## src/rtl/uart_tx_arbiter.sv

```systemverilog
// uart_tx_arbiter: shares one UART transmitter between an ALU result producer
// (multi-byte frames, LSB byte first) and a register-file producer (one byte).
// Each producer has a one-entry holding buffer; a round-robin FSM serialises
// frames toward the TX synchroniser with a level-based four-phase handshake.
//
//   state     | meaning
//   ----------+--------------------------------------------------------------
//   S_IDLE    | no frame owner; waiting for a full buffer and TX_BUSY=0
//   S_SEND    | byte request held high, waiting for TX_DATA_OK or timeout
//   S_RELEASE | request dropped, waiting for TX_DATA_OK=0 and TX_BUSY=0
module uart_tx_arbiter #(
  parameter int DATA_WIDTH   = 8,
  parameter int RESULT_WIDTH = 16,
  parameter int TIMEOUT      = 1024
) (
  input  logic                    CLK,
  input  logic                    RST,
  input  logic [RESULT_WIDTH-1:0] ALU_DATA,
  input  logic                    ALU_VALID,
  output logic                    ALU_READY,
  input  logic [DATA_WIDTH-1:0]   RF_DATA,
  input  logic                    RF_VALID,
  output logic                    RF_READY,
  input  logic                    TX_BUSY,
  input  logic                    TX_DATA_OK,
  output logic [DATA_WIDTH-1:0]   TX_P_DATA,
  output logic                    TX_D_VALID,
  output logic [1:0]              GRANT,
  output logic                    OVERRUN,
  output logic                    TIMEOUT_ERR
);

  localparam int NB    = RESULT_WIDTH / DATA_WIDTH;
  localparam int IDX_W = (NB > 1) ? $clog2(NB) : 1;
  localparam int CNT_W = $clog2(TIMEOUT);
  localparam logic [CNT_W-1:0] CNT_LAST = CNT_W'(TIMEOUT - 1);
  localparam logic [IDX_W-1:0] IDX_LAST = IDX_W'(NB - 1);

  typedef enum logic [1:0] {S_IDLE, S_SEND, S_RELEASE} state_t;

  logic [RESULT_WIDTH-1:0]          alu_buf_q;
  logic                             alu_full_q;
  logic [DATA_WIDTH-1:0]            rf_buf_q;
  logic                             rf_full_q;
  logic                             overrun_q;

  state_t                           state_q;
  logic [1:0]                       grant_q;
  logic [IDX_W-1:0]                 idx_q;
  logic [CNT_W-1:0]                 cnt_q;
  logic                             last_rf_q;
  logic                             dropped_q;
  logic [DATA_WIDTH-1:0]            tx_data_q;
  logic                             tx_valid_q;
  logic                             tmo_q;

  logic [NB-1:0][DATA_WIDTH-1:0]    alu_bytes;
  logic [IDX_W-1:0]                 idx_d;
  logic                             timeout_hit;
  logic                             frame_last;
  logic                             release_go;
  logic                             frame_end;
  logic                             alu_clr;
  logic                             rf_clr;
  logic                             pick_rf;

  assign alu_bytes   = alu_buf_q;
  assign idx_d       = idx_q + IDX_W'(1);
  assign timeout_hit = (state_q == S_SEND) && !TX_DATA_OK && (cnt_q == CNT_LAST);
  // A dropped frame ends after its release phase regardless of remaining bytes.
  assign frame_last  = dropped_q || grant_q[1] || (idx_q == IDX_LAST);
  assign release_go  = (state_q == S_RELEASE) && !TX_DATA_OK && !TX_BUSY;
  assign frame_end   = release_go && frame_last;
  // A timed-out buffer was already cleared, so frame end must not clear it again.
  assign alu_clr     = grant_q[0] && (timeout_hit || (frame_end && !dropped_q));
  assign rf_clr      = grant_q[1] && (timeout_hit || (frame_end && !dropped_q));
  // On a tie the requester that did not own the last frame wins.
  assign pick_rf     = rf_full_q && (!alu_full_q || !last_rf_q);

  assign ALU_READY   = ~alu_full_q;
  assign RF_READY    = ~rf_full_q;
  assign TX_P_DATA   = tx_data_q;
  assign TX_D_VALID  = tx_valid_q;
  assign GRANT       = grant_q;
  assign OVERRUN     = overrun_q;
  assign TIMEOUT_ERR = tmo_q;

  // Holding buffers: load on VALID&READY, clear at frame end or timeout; flag ignored offers.
  always_ff @(posedge CLK or posedge RST) begin
    if (RST) begin
      alu_buf_q  <= '0;
      alu_full_q <= 1'b0;
      rf_buf_q   <= '0;
      rf_full_q  <= 1'b0;
      overrun_q  <= 1'b0;
    end else begin
      if (ALU_VALID && !alu_full_q) begin
        alu_buf_q  <= ALU_DATA;
        alu_full_q <= 1'b1;
      end else if (alu_clr) begin
        alu_full_q <= 1'b0;
      end
      if (RF_VALID && !rf_full_q) begin
        rf_buf_q  <= RF_DATA;
        rf_full_q <= 1'b1;
      end else if (rf_clr) begin
        rf_full_q <= 1'b0;
      end
      overrun_q <= (ALU_VALID && alu_full_q) || (RF_VALID && rf_full_q);
    end
  end

  // Arbitration and byte handshake FSM with registered outputs.
  always_ff @(posedge CLK or posedge RST) begin
    if (RST) begin
      state_q    <= S_IDLE;
      grant_q    <= 2'b00;
      idx_q      <= '0;
      cnt_q      <= '0;
      last_rf_q  <= 1'b1;
      dropped_q  <= 1'b0;
      tx_data_q  <= '0;
      tx_valid_q <= 1'b0;
      tmo_q      <= 1'b0;
    end else begin
      tmo_q <= 1'b0;
      case (state_q)
        S_IDLE: begin
          if (!TX_BUSY && (alu_full_q || rf_full_q)) begin
            if (pick_rf) begin
              grant_q   <= 2'b10;
              tx_data_q <= rf_buf_q;
            end else begin
              grant_q   <= 2'b01;
              tx_data_q <= alu_bytes[0];
            end
            tx_valid_q <= 1'b1;
            cnt_q      <= '0;
            idx_q      <= '0;
            dropped_q  <= 1'b0;
            state_q    <= S_SEND;
          end
        end
        S_SEND: begin
          if (TX_DATA_OK) begin
            tx_valid_q <= 1'b0;
            state_q    <= S_RELEASE;
          end else if (cnt_q == CNT_LAST) begin
            tx_valid_q <= 1'b0;
            tmo_q      <= 1'b1;
            dropped_q  <= 1'b1;
            last_rf_q  <= grant_q[1];
            state_q    <= S_RELEASE;
          end else begin
            cnt_q <= cnt_q + CNT_W'(1);
          end
        end
        S_RELEASE: begin
          if (release_go) begin
            if (!frame_last) begin
              idx_q      <= idx_d;
              tx_data_q  <= alu_bytes[idx_d];
              tx_valid_q <= 1'b1;
              cnt_q      <= '0;
              state_q    <= S_SEND;
            end else begin
              last_rf_q <= grant_q[1];
              grant_q   <= 2'b00;
              idx_q     <= '0;
              dropped_q <= 1'b0;
              state_q   <= S_IDLE;
            end
          end
        end
        default: state_q <= S_IDLE;
      endcase
    end
  end

endmodule

```

## config.mk

```make
export PLATFORM = sky130hd
export DESIGN_NAME = uart_tx_arbiter
export DESIGN_NICKNAME = d
export VERILOG_FILES = /design/src/rtl/uart_tx_arbiter.sv
export SDC_FILE = /design/constraint.sdc
export NUM_CORES = 1
export LEC_CHECK = 0
export ABC_AREA = 1
export BUFFER_PORTS_ARGS = -buffer_cell sky130_fd_sc_hd__buf_2
export CORE_MARGIN = 4
export CORE_UTILIZATION = 56
export DETAILED_ROUTE_END_ITERATION = 12
export PLACE_DENSITY = 0.79
export SYNTH_ARGS = -nofsm -noshare
export SYNTH_HDL_FRONTEND = slang
export SYNTH_SLANG_ARGS = --single-unit
```

## constraint.sdc

```tcl
create_clock -name CLK -period 1.95 [get_ports CLK]
set_clock_uncertainty 0.05 [all_clocks]
set_input_delay 0.0975 -clock CLK [delete_from_list [all_inputs] [get_ports CLK]]
set_output_delay 0.0975 -clock CLK [all_outputs]
set_load 0.05 [all_outputs]
```

==> results by group <==
STA
  • Tightest Pin Transition: 0.617 ns
  • Max-slew violation count: 0
  • Fmax: 582 MHz
  • Fin Setup TNS: 0 ns
  • Final hold violation count: 1
  • Final WS setup: roughly 0.23 ns
  • Worst hold slack: -0.00138 ns
  • Crit path time final: 1.72 ns
  • Endpoints failing setup: 0
  • Max_slew headroom: 58.8%
  • Final worst-path cycle share: 88.2%
  • RSZ-0062 raised after global routing: false

Routing
  • DR iter-0 viols: 139
  • Drt first pass iters: 4
  • Vias: 2431
  • Wirelength, routed: roughly 6500 µm
  • DRC: 0
  • Met2 wire len: between 3000 and 4000 µm
  • DR WL met3: 373 µm
  • M1 WL: around 2800 µm
  • ANT nets after route: 0
  • Via-per-instance ratio: 5.16
  • Max Used Layer: met4
  • Routed len/inst: 13.9 µm

Setup path
  • CP Capture Type: flip-flop
  • Crit Path Max Fanout: 11
  • CP Cell Sequence: ha_1, nand3_1, nor2_4, nand4_2, nand2_4, nand2_1, nand2_1
  • Critical-path top delay cell: dfrtp_1
  • Worst EP arrival: 1.92 ns
  • Crit path required time: 2.15 ns
  • Crit path kind: flip-flop to flip-flop
  • CP delay by family, top: simple AND/OR/NAND/NOR gates
  • Startpoint Class: flip-flop
  • Cell mode on critical path: nand2_1
  • CP max stage delay: 0.48 ns
  • Crit path buffers/inverters: 0

Floorplanning
  • Die Span X: 77.9 µm
  • Initial Util: 58.0%
  • I/O pins: 45
  • Core outline area: 4720 µm²
  • Die ar.: just over 6000 µm²
  • Core Rows: 25
  • DIE HEIGHT: 77.9 µm

Synth
  • Xor/xnor cell area share of the yosys netlist: 0.320%
  • Yosys warnings: 0
  • Largest family of logic cells by synthesized area: simple AND/OR/NAND/NOR gates
  • Post-synthesis compound-gate area fraction: 6.63%
  • Post-synthesis simple-gate area fraction: between 30% and 40%
  • Synth area leader: dfrtp_1
  • Post-synth ARST share: 100%
  • Share of Yosys cell area claimed by the top area cell type: 48.4%
  • Post-synthesis adder-cell area fraction: less than 1%
  • Count of different cell masters after synthesis: 29
  • Top post-synthesis cells by area: dfrtp_1 (48%), nand2_1 (15%), mux2_2 (7.0%)
  • Post-synthesis mux area share: around 7.0%
  • Ys flop type: dfrtp_1
  • Mapped Area: 2740 µm²
  • Register area share after synthesis: 49.4%
  • EDFF count, synth: 0
  • Number of synthesized register bits: 54
  • Synthesized instance count: 327
  • Syn avg cell area: 8.37 µm²
  • Mapped Nets: 358

GRT
  • Number of global-route vias before repair: 2376
  • Largest net degree at the start of global routing: 32
  • GRT Overall Usage: 22.9%
  • Grt ovf: 0
  • First-pass GRT wire length: 11000 µm
  • Initial antenna violation count: 0

Placement
  • Pre-CTS setup slack: ~0.23 ns
  • Post-DP HPWL: 4460 µm
  • Port bufs: 44
  • Final GP Congestion: 0.957

Finish
  • Ant diodes: 0
  • Final #Nets: 435
  • Most common cell after layout, fill and taps aside: nand2_1
  • Area growth syn-to-layout: 24.5%
  • Share of layout cells above drive strength 1: 23.8%
  • Fillcell total: 359
  • Most frequent cells in the layout: nand2_1 (111), dfrtp_1 (53), buf_2 (44)

CTS
  • Register clock-pin slew on the reported worst setup and hold paths: 0.11 ns
  • Inserted Clock Buffers: 5
  • Clk_lat worst skew: 0.32 ns
  • CTS root buf: clkbuf_8
  • CTS tree: built
  • Setup Fix Bufs, Post-CTS: 0
  • CTS H-tree lvls: 2
  • CTS sink cnt: 54
  • Longest Clk Path Bufs: 2

Run status
  • Outcome: complete, but fails checks
  • Failing checks: hold timing

Power and ir drop
  • Peak supply drop: 747 µV
  • Leakage: 1.76 nW
  • Total Power: 4.96 mW
  • Pwr/cell area: 1460 nW/µm²

Job
  • Max-cap viol count: 0

Hold path
  • Tightest Hold Check Type: input pin to flip-flop
-- report_power, final --
group / switching, mW / total (mW) / internal, mW
clock: 0.373 / 0.622 / 0.249
sequential: 0.310 / 1.87 / 1.56
combinational: 1.66 / 2.47 / 0.806
-- worst min-delay path: stages --
cell,delay [ns]
buf_2,0.07
nor2_1,0.04
a21oi_1,0.11
-- sequential cells by signal, indices dropped and copies added (netlist names) --
name	count
cnt_q	10
idx_q	1
OVERRUN	1
last_rf_q	1
GRANT	2
state_q	2
TX_P_DATA	8
alu_full_q	1
alu_buf_q	16
TIMEOUT_ERR	1
TX_D_VALID	1
rf_buf_q	8
rf_full_q	1
dropped_q	1
-- synth_stat cells (3+ instances only) --
| cell type | instances |
|---|---|
| a21oi_1 | 17 |
| nand4_1 | 5 |
| inv_2 | 5 |
| nor2_4 | 3 |
| nand2_1 | 111 |
| inv_1 | 25 |
| nand2_2 | 5 |
| nand2_4 | 3 |
| mux2_2 | 17 |
| o21ai_0 | 13 |
| nor2_1 | 26 |
| nand3_1 | 24 |
| dfrtp_1 | 53 |
-- metrics by stage --
stage / cell area, µm² / instances / hold WS (ns) / utilization (%)
floorplan: 2740 / 327 / 0.121 / -
global placement: 3060 / 438 / 0.114 / 64.8
detailed placement: 3060 / 438 / 0.121 / 64.8
CTS: 3400 / 471 / 0.00535 / 72.1
global route: 3410 / 471 / 0.0280 / 72.2
finish: 3410 / 471 / -0.00138 / 72.2
-- routing by layer --
layer | track usage (%) | up-vias
met5 | 0 | -
met4 | 7.69 | 0
met3 | 3.83 | 15
met2 | 37.9 | 87
met1 | 30.5 | 1117
li1 | - | 1212
-- kinds of logic after synthesis --
| logic type | Yosys count |
|---|---|
| mux | 17 |
| simple gates | 185 |
| compound gates | 34 |
| buf+inv | 35 |
| xor+xnor | 1 |
| fa+ha+maj | 1 |
| flops | 54 |
-- area by class of cell --
cell class                      count  area (µm²)  share of cell area, %
Clock inverter                      2        13.8                  0.404
Clock buffer                        5        68.8                   2.02
Tap cell                           67        83.8                   2.46
Multi-Input combinational cell    238        1250                   36.6
Sequential cell                    54        1350                   39.7
Timing Repair Buffer               75         531                   15.6
Inverter                           30         113                   3.30
-- path summary, 6_finish.rpt --
check | slack [ns] | endpoint | depth (start not counted) | from
hold reg to reg | 0.41 | last_rf_q | 2 | last_rf_q
setup / recovery | 0.23 | cnt_q[6] | 7 | cnt_q[0]
setup reg to reg | 0.23 | cnt_q[6] | 7 | cnt_q[0]
max in group asynchronous | 0.90 | last_rf_q | 4 | RST
hold / removal | -0.001 | alu_buf_q[14] | 3 | ALU_DATA[14]
min in group asynchronous | 0.32 | TX_P_DATA[0] | 3 | RST
-- repair_timing --
item                                   in CTS  in global routing
endpoints found under the hold margin      47                  0
resized for setup                           0                  1
setup endpoints to repair                   0                  6
hold buffers                               26                  0
No activity file was read; power rests on OpenSTA's default activity.
